==> config.mk <==
export PLATFORM = sky130hd
export DESIGN_NAME = dac_scan_seq
export DESIGN_NICKNAME = d
export VERILOG_FILES = /design/src/rtl/dac_scan_seq.sv
export SDC_FILE = /design/constraint.sdc
export NUM_CORES = 1
export LEC_CHECK = 0
export BUFFER_PORTS_ARGS = -buffer_cell sky130_fd_sc_hd__buf_2
export CAP_MARGIN = 10
export CORE_MARGIN = 2
export CORE_UTILIZATION = 30
export CTS_BUF_LIST = sky130_fd_sc_hd__clkbuf_8
export CTS_CLUSTER_DIAMETER = 100
export DETAILED_ROUTE_END_ITERATION = 8
export GPL_TIMING_DRIVEN = 0
export PLACE_DENSITY = 0.46
export SETUP_SLACK_MARGIN = 0.02
export SYNTH_ARGS = -nofsm -noshare
export SYNTH_HDL_FRONTEND = slang
export SYNTH_SLANG_ARGS = --single-unit
==> constraint.sdc <==
create_clock -name clk -period 4.9 [get_ports clk]
set_input_delay 0.98 -clock clk [delete_from_list [all_inputs] [get_ports clk]]
set_output_delay 0.98 -clock clk [all_outputs]
set_load 0.02 [all_outputs]
==> src/rtl/dac_scan_seq.sv <==
// dac_scan_seq: threshold-scan sequencer for the sigma-delta DAC.
// Pulses rst_dac once, then for each step pulses inc_dac, waits for the DAC
// to settle, counts discriminator hits over a fixed window and reports the
// count over a valid/ready handshake.
// Build option: define HIT_SYNC_EN to pass hit_in through a 2-flop
// synchroniser ahead of the edge detector.
module dac_scan_seq #(
  parameter int unsigned NUM_STEPS  = 9,
  parameter int unsigned PULSE_W    = 4,
  parameter int unsigned SETTLE_CYC = 256,
  parameter int unsigned WINDOW_CYC = 1024,
  parameter int unsigned CNT_W      = 16
) (
  input  logic             clk,
  input  logic             rst,
  input  logic             start,
  input  logic             abort,
  input  logic             hit_in,
  output logic             rst_dac,
  output logic             inc_dac,
  output logic [3:0]       step_idx,
  output logic [CNT_W-1:0] res_count,
  output logic [3:0]       res_step,
  output logic             res_valid,
  input  logic             res_ready,
  output logic             busy,
  output logic             done
);

  typedef enum logic [2:0] {
    S_IDLE, S_CLR, S_INC, S_GAP, S_SETTLE, S_MEAS, S_REPORT, S_DONE
  } state_t;

  localparam int unsigned MAX_SW  = (SETTLE_CYC > WINDOW_CYC) ? SETTLE_CYC : WINDOW_CYC;
  localparam int unsigned MAX_LEN = (MAX_SW > PULSE_W) ? MAX_SW : PULSE_W;
  localparam int unsigned TMR_W   = $clog2(MAX_LEN + 1);

  localparam logic [TMR_W-1:0] PW_LAST = TMR_W'(PULSE_W - 1);
  localparam logic [TMR_W-1:0] ST_LAST = TMR_W'(SETTLE_CYC - 1);
  localparam logic [TMR_W-1:0] WN_LAST = TMR_W'(WINDOW_CYC - 1);
  localparam logic [3:0]       LAST_STEP = 4'(NUM_STEPS);

  state_t           state, state_nxt;
  logic             entering;
  logic [TMR_W-1:0] tmr;
  logic [CNT_W-1:0] hit_cnt, hit_sum;
  logic             hit_smp, hit_q, hit_edge;

`ifdef HIT_SYNC_EN
  logic hit_s1, hit_s2;

  // Two-flop synchroniser for an asynchronous discriminator output
  always_ff @(posedge clk) begin
    if (rst) begin
      hit_s1 <= 1'b0;
      hit_s2 <= 1'b0;
    end else begin
      hit_s1 <= hit_in;
      hit_s2 <= hit_s1;
    end
  end

  assign hit_smp = hit_s2;
`else
  assign hit_smp = hit_in;
`endif

  // Previous hit sample for rising-edge detection
  always_ff @(posedge clk) begin
    if (rst) hit_q <= 1'b0;
    else     hit_q <= hit_smp;
  end

  assign hit_edge = hit_smp & ~hit_q;

  // Saturating increment of the hit count for the current cycle
  always_comb begin
    hit_sum = hit_cnt;
    if (hit_edge && (hit_cnt != '1)) hit_sum = hit_cnt + 1'b1;
  end

  // Next-state decode: per-state dwell timing, handshake, abort override
  always_comb begin
    state_nxt = state;
    case (state)
      S_IDLE:   if (start) state_nxt = S_CLR;
      S_CLR:    if (tmr == PW_LAST) state_nxt = S_INC;
      S_INC:    if (tmr == PW_LAST) state_nxt = S_GAP;
      S_GAP:    if (tmr == PW_LAST) state_nxt = S_SETTLE;
      S_SETTLE: if (tmr == ST_LAST) state_nxt = S_MEAS;
      S_MEAS:   if (tmr == WN_LAST) state_nxt = S_REPORT;
      S_REPORT: if (res_ready) state_nxt = (step_idx < LAST_STEP) ? S_INC : S_DONE;
      S_DONE:   if (start) state_nxt = S_CLR;
      default:  state_nxt = S_IDLE;
    endcase
    if (abort) state_nxt = S_IDLE;
  end

  assign entering = (state_nxt != state);

  // State, dwell timer, registered strobes/status, hit counter and result
  // Outputs are decoded from the next state so each register reflects the
  // state it is in, giving glitch-free strobes that also drop on abort.
  always_ff @(posedge clk) begin
    if (rst) begin
      state     <= S_IDLE;
      tmr       <= '0;
      rst_dac   <= 1'b0;
      inc_dac   <= 1'b0;
      busy      <= 1'b0;
      done      <= 1'b0;
      step_idx  <= '0;
      hit_cnt   <= '0;
      res_valid <= 1'b0;
      res_count <= '0;
      res_step  <= '0;
    end else begin
      state   <= state_nxt;
      tmr     <= entering ? '0 : tmr + 1'b1;
      rst_dac <= (state_nxt == S_CLR);
      inc_dac <= (state_nxt == S_INC);
      busy    <= (state_nxt != S_IDLE) && (state_nxt != S_DONE);
      done    <= (state_nxt == S_DONE);

      if ((state_nxt == S_IDLE) || (state_nxt == S_CLR))
        step_idx <= '0;
      else if ((state_nxt == S_INC) && entering)
        step_idx <= step_idx + 4'd1;

      if ((state_nxt == S_MEAS) && entering)
        hit_cnt <= '0;
      else if (state == S_MEAS)
        hit_cnt <= hit_sum;

      if ((state_nxt == S_REPORT) && entering) begin
        res_valid <= 1'b1;
        res_count <= hit_sum;
        res_step  <= step_idx;
      end else if (state_nxt != S_REPORT) begin
        res_valid <= 1'b0;
      end

      if (abort) begin
        res_count <= '0;
        res_step  <= '0;
      end
    end
  end

endmodule
==> reports/metrics.csv <==
metric;value;unit
num_rows;36;
synth_area_leaders;dfxtp_1 40%, xnor2_1 7.2%, nor2_1 5.1%, a211oi_1 4.7%, a21oi_1 4.4%;
first_pass_iters;4;
io_buffers;34;
drt_iter0_drc;58;
holdWs;0.463;ns
grt_pass1_wl;12500;um
cts_resized;0;
grt_use_met3;0.0324;
synth_top_area_frac;0.395;
max_freq;298;MHz
max_slew.worst_pin.slew;0.787;ns
remaining_drc_errors;0;
clock-sinks;60;
syn_area;3040;um^2
synth-seq-area-share;0.395;
grtUsageMet1;0.180;
crit_path_end_kind;register;
final_util;0.365;
clock_path_buffers;2;
postRouteAntennaNets;0;
synth_top_area_cell;dfxtp_1;
hpwl;5440;um
synth_enable_flop_cells;0;
die_w;105;um
status;finished, final reports clean;
top_level_ports;35;
grt_busiest_layer;met2;
setup_slack;1.54;ns
cts-root-buf;clkbuf_8;
core_area;9820;um^2
instances_no_fill;536;
synthArstFlopShare;0;
final_layout_size_suffix_gt1_frac;0.201;
hold_violations;0;
htreeDepth;3;
ys_types;59;
grt_max_degree;11;
synth_nets;362;
layout.nets;408;
met2_usage;0.233;
routedWlPerCell;13.9;um
ys_ff_latch;60;
grt_use_total;0.142;
initial_core_util;0.310;
tns;0;ns
finalSetupViolCount;0;
p_per_area;286;nW/um^2
vias_per_cell;4.89;
wirelength;7450;um
ctsHoldBuffers;0;
dpl_worst_slack;1.51;ns
ys_warn_count;0;
fin_crit_sh;0.685;
cts_tree;yes;
leakage;1.28;nW
cp.arrival;3.55;ns
crit_required;5.10;ns
clkLatencyLatePin;0.34;ns
path_clk_slew;0.07;ns
grt_setup_unrepaired;no;
slew_headroom;0.470;
cap_violations;0;
avgSynthCellArea;8.63;um^2
layout_min_cycle_time;3.36;ns
finClkSkew;0.00946;ns
slew_violations;0;
antenna_cells;0;
cts-buffers-inserted;9;
vias;2619;
dp.cells;520;
crit_type;register to register;
cts_setup_buffers;0;
grt_pass1_vias;2553;
antenna_found_initial;0;
syn2layout_area_growth;17.9;%
grt_overflow;0;
worst_ir_drop_vdd;0.121;mV
place.gp.congestion;0.805;
hold_path.class;register to register;
crit_fanout;10;
chipHeight;105;um
syn_inst;352;
dieArea;11000;um^2
critPathLaunchType;register;
synth_ff_type;dfxtp_1;
==> layout by cell type, fill, tap and decap left out, types with 2 or more instances in the layout <==
| cell | Yosys | routed |
|---|---|---|
| dfxtp_1 | 60 | 60 |
| buf_2 | 7 | 42 |
| nor2_1 | 41 | 41 |
| a21oi_1 | 27 | 27 |
| xnor2_1 | 25 | 25 |
| a211oi_1 | 19 | 19 |
| nand3_1 | 18 | 18 |
| nand2_1 | 15 | 15 |
| nor3_1 | 14 | 14 |
| xor2_1 | 12 | 12 |
| clkbuf_8 | 0 | 11 |
| inv_1 | 9 | 10 |
| clkbuf_1 | 10 | 10 |
| nand4_1 | 7 | 7 |
| o21ai_0 | 7 | 7 |
| o31ai_1 | 5 | 5 |
| nor4_1 | 5 | 5 |
| buf_4 | 4 | 4 |
| and3_1 | 4 | 4 |
| or2_2 | 4 | 4 |
| ha_1 | 4 | 4 |
| nand2b_1 | 3 | 3 |
| nor3b_1 | 3 | 3 |
| nor2b_1 | 3 | 3 |
| or3_1 | 3 | 3 |
| or4_1 | 3 | 3 |
| a31oi_1 | 2 | 2 |
| and2b_1 | 2 | 2 |
| or3b_2 | 2 | 2 |
| and2_1 | 2 | 2 |
| and4_1 | 2 | 2 |
| mux2i_1 | 2 | 2 |
| clkinv_2 | 0 | 2 |
==> worst paths after layout <==
check / cells after the start / startpoint / end / slack (ns)
hold / removal: 1 / tmr[0]$_SDFF_PP0_ / tmr[0]$_SDFF_PP0_ / 0.46
setup / recovery: 9 / tmr[0]$_SDFF_PP0_ / res_count[8]$_SDFFE_PP0P_ / 1.54
setup reg to reg: 9 / tmr[0]$_SDFF_PP0_ / res_count[8]$_SDFFE_PP0P_ / 1.54
hold reg to reg: 1 / tmr[0]$_SDFF_PP0_ / tmr[0]$_SDFF_PP0_ / 0.46
==> logic make-up after synthesis <==
| group | synth area share |
|---|---|
| adder cells (fa/ha/maj) | 0.0165 |
| AND/OR/NAND/NOR | 0.244 |
| XOR/XNOR | 0.107 |
| buffers and inverters | 0.0486 |
| AO/OA/AOI/OAI | 0.183 |
| multiplexers | 0.00659 |
| flip-flops | 0.395 |
==> power by group <==
part	internal [W]	switching [W]	total (W)
clock network	0.000259	0.000197	0.000456
logic	0.0000259	0.0000488	0.0000748
registers	0.000492	0.00000326	0.000495
total	0.000777	0.000249	0.00103
==> per-stage QoR <==
| step | power (W) | area, um^2 |
|---|---|---|
| floorplan | 0.000559 | 3040 |
| global placement | 0.000581 | 3380 |
| detailed placement | 0.000582 | 3380 |
| CTS | 0.00104 | 3580 |
| global route | 0.00107 | 3580 |
| finish | 0.00103 | 3580 |
==> state kept, by name, summed over array words and instances, names as in the netlist <==
signal and flops:
rst_dac 1, res_count 16, busy 1, tmr 11, state 3, inc_dac 1, hit_q 1, done 1
step_idx 4, res_step 4, res_valid 1, hit_cnt 16
==> critical path, cell delays in order (launching register included) <==
cell and delay (ns):
dfxtp_1 0.37, ha_1 0.25, or3b_2 0.49, o31a_1 0.30, a311oi_2 0.39, nor3b_2 0.39, nand3_1 0.25, nor2_2 0.35
buf_2 0.31, a211oi_1 0.11
==> Yosys cell counts, types with 2 or more instances <==
| cell type | number |
|---|---|
| dfxtp_1 | 60 |
| buf_4 | 4 |
| nor3b_1 | 3 |
| and2_1 | 2 |
| nand2_1 | 15 |
| ha_1 | 4 |
| and2b_1 | 2 |
| o31ai_1 | 5 |
| buf_2 | 7 |
| a211oi_1 | 19 |
| or3b_2 | 2 |
| nand3_1 | 18 |
| nor2b_1 | 3 |
| nor2_1 | 41 |
| nand4_1 | 7 |
| a21oi_1 | 27 |
| or3_1 | 3 |
| xor2_1 | 12 |
| nor4_1 | 5 |
| nand2b_1 | 3 |
| and3_1 | 4 |
| and4_1 | 2 |
| clkbuf_1 | 10 |
| xnor2_1 | 25 |
| mux2i_1 | 2 |
| or4_1 | 3 |
| inv_1 | 9 |
| or2_2 | 4 |
| a31oi_1 | 2 |
| o21ai_0 | 7 |
| nor3_1 | 14 |
==> final cells by class <==
type,count,area [um^2]
Clock buffer,11,151
Tap cell,133,166
Sequential cell,60,1200
Multi-Input combinational cell,261,1690
Clock inverter,5,51.3
Buffer,22,114
Timing Repair Buffer,35,175
Inverter,9,33.8
Fill cell,1074,6240
==> metal layers <==
metal	vias to the layer above	wire length [um]
met5	-	0
met4	0	131
met3	12	197
met2	34	3540
met1	1216	3580
li1	1357	-
Note: power is estimated with default switching activity, not from simulation.
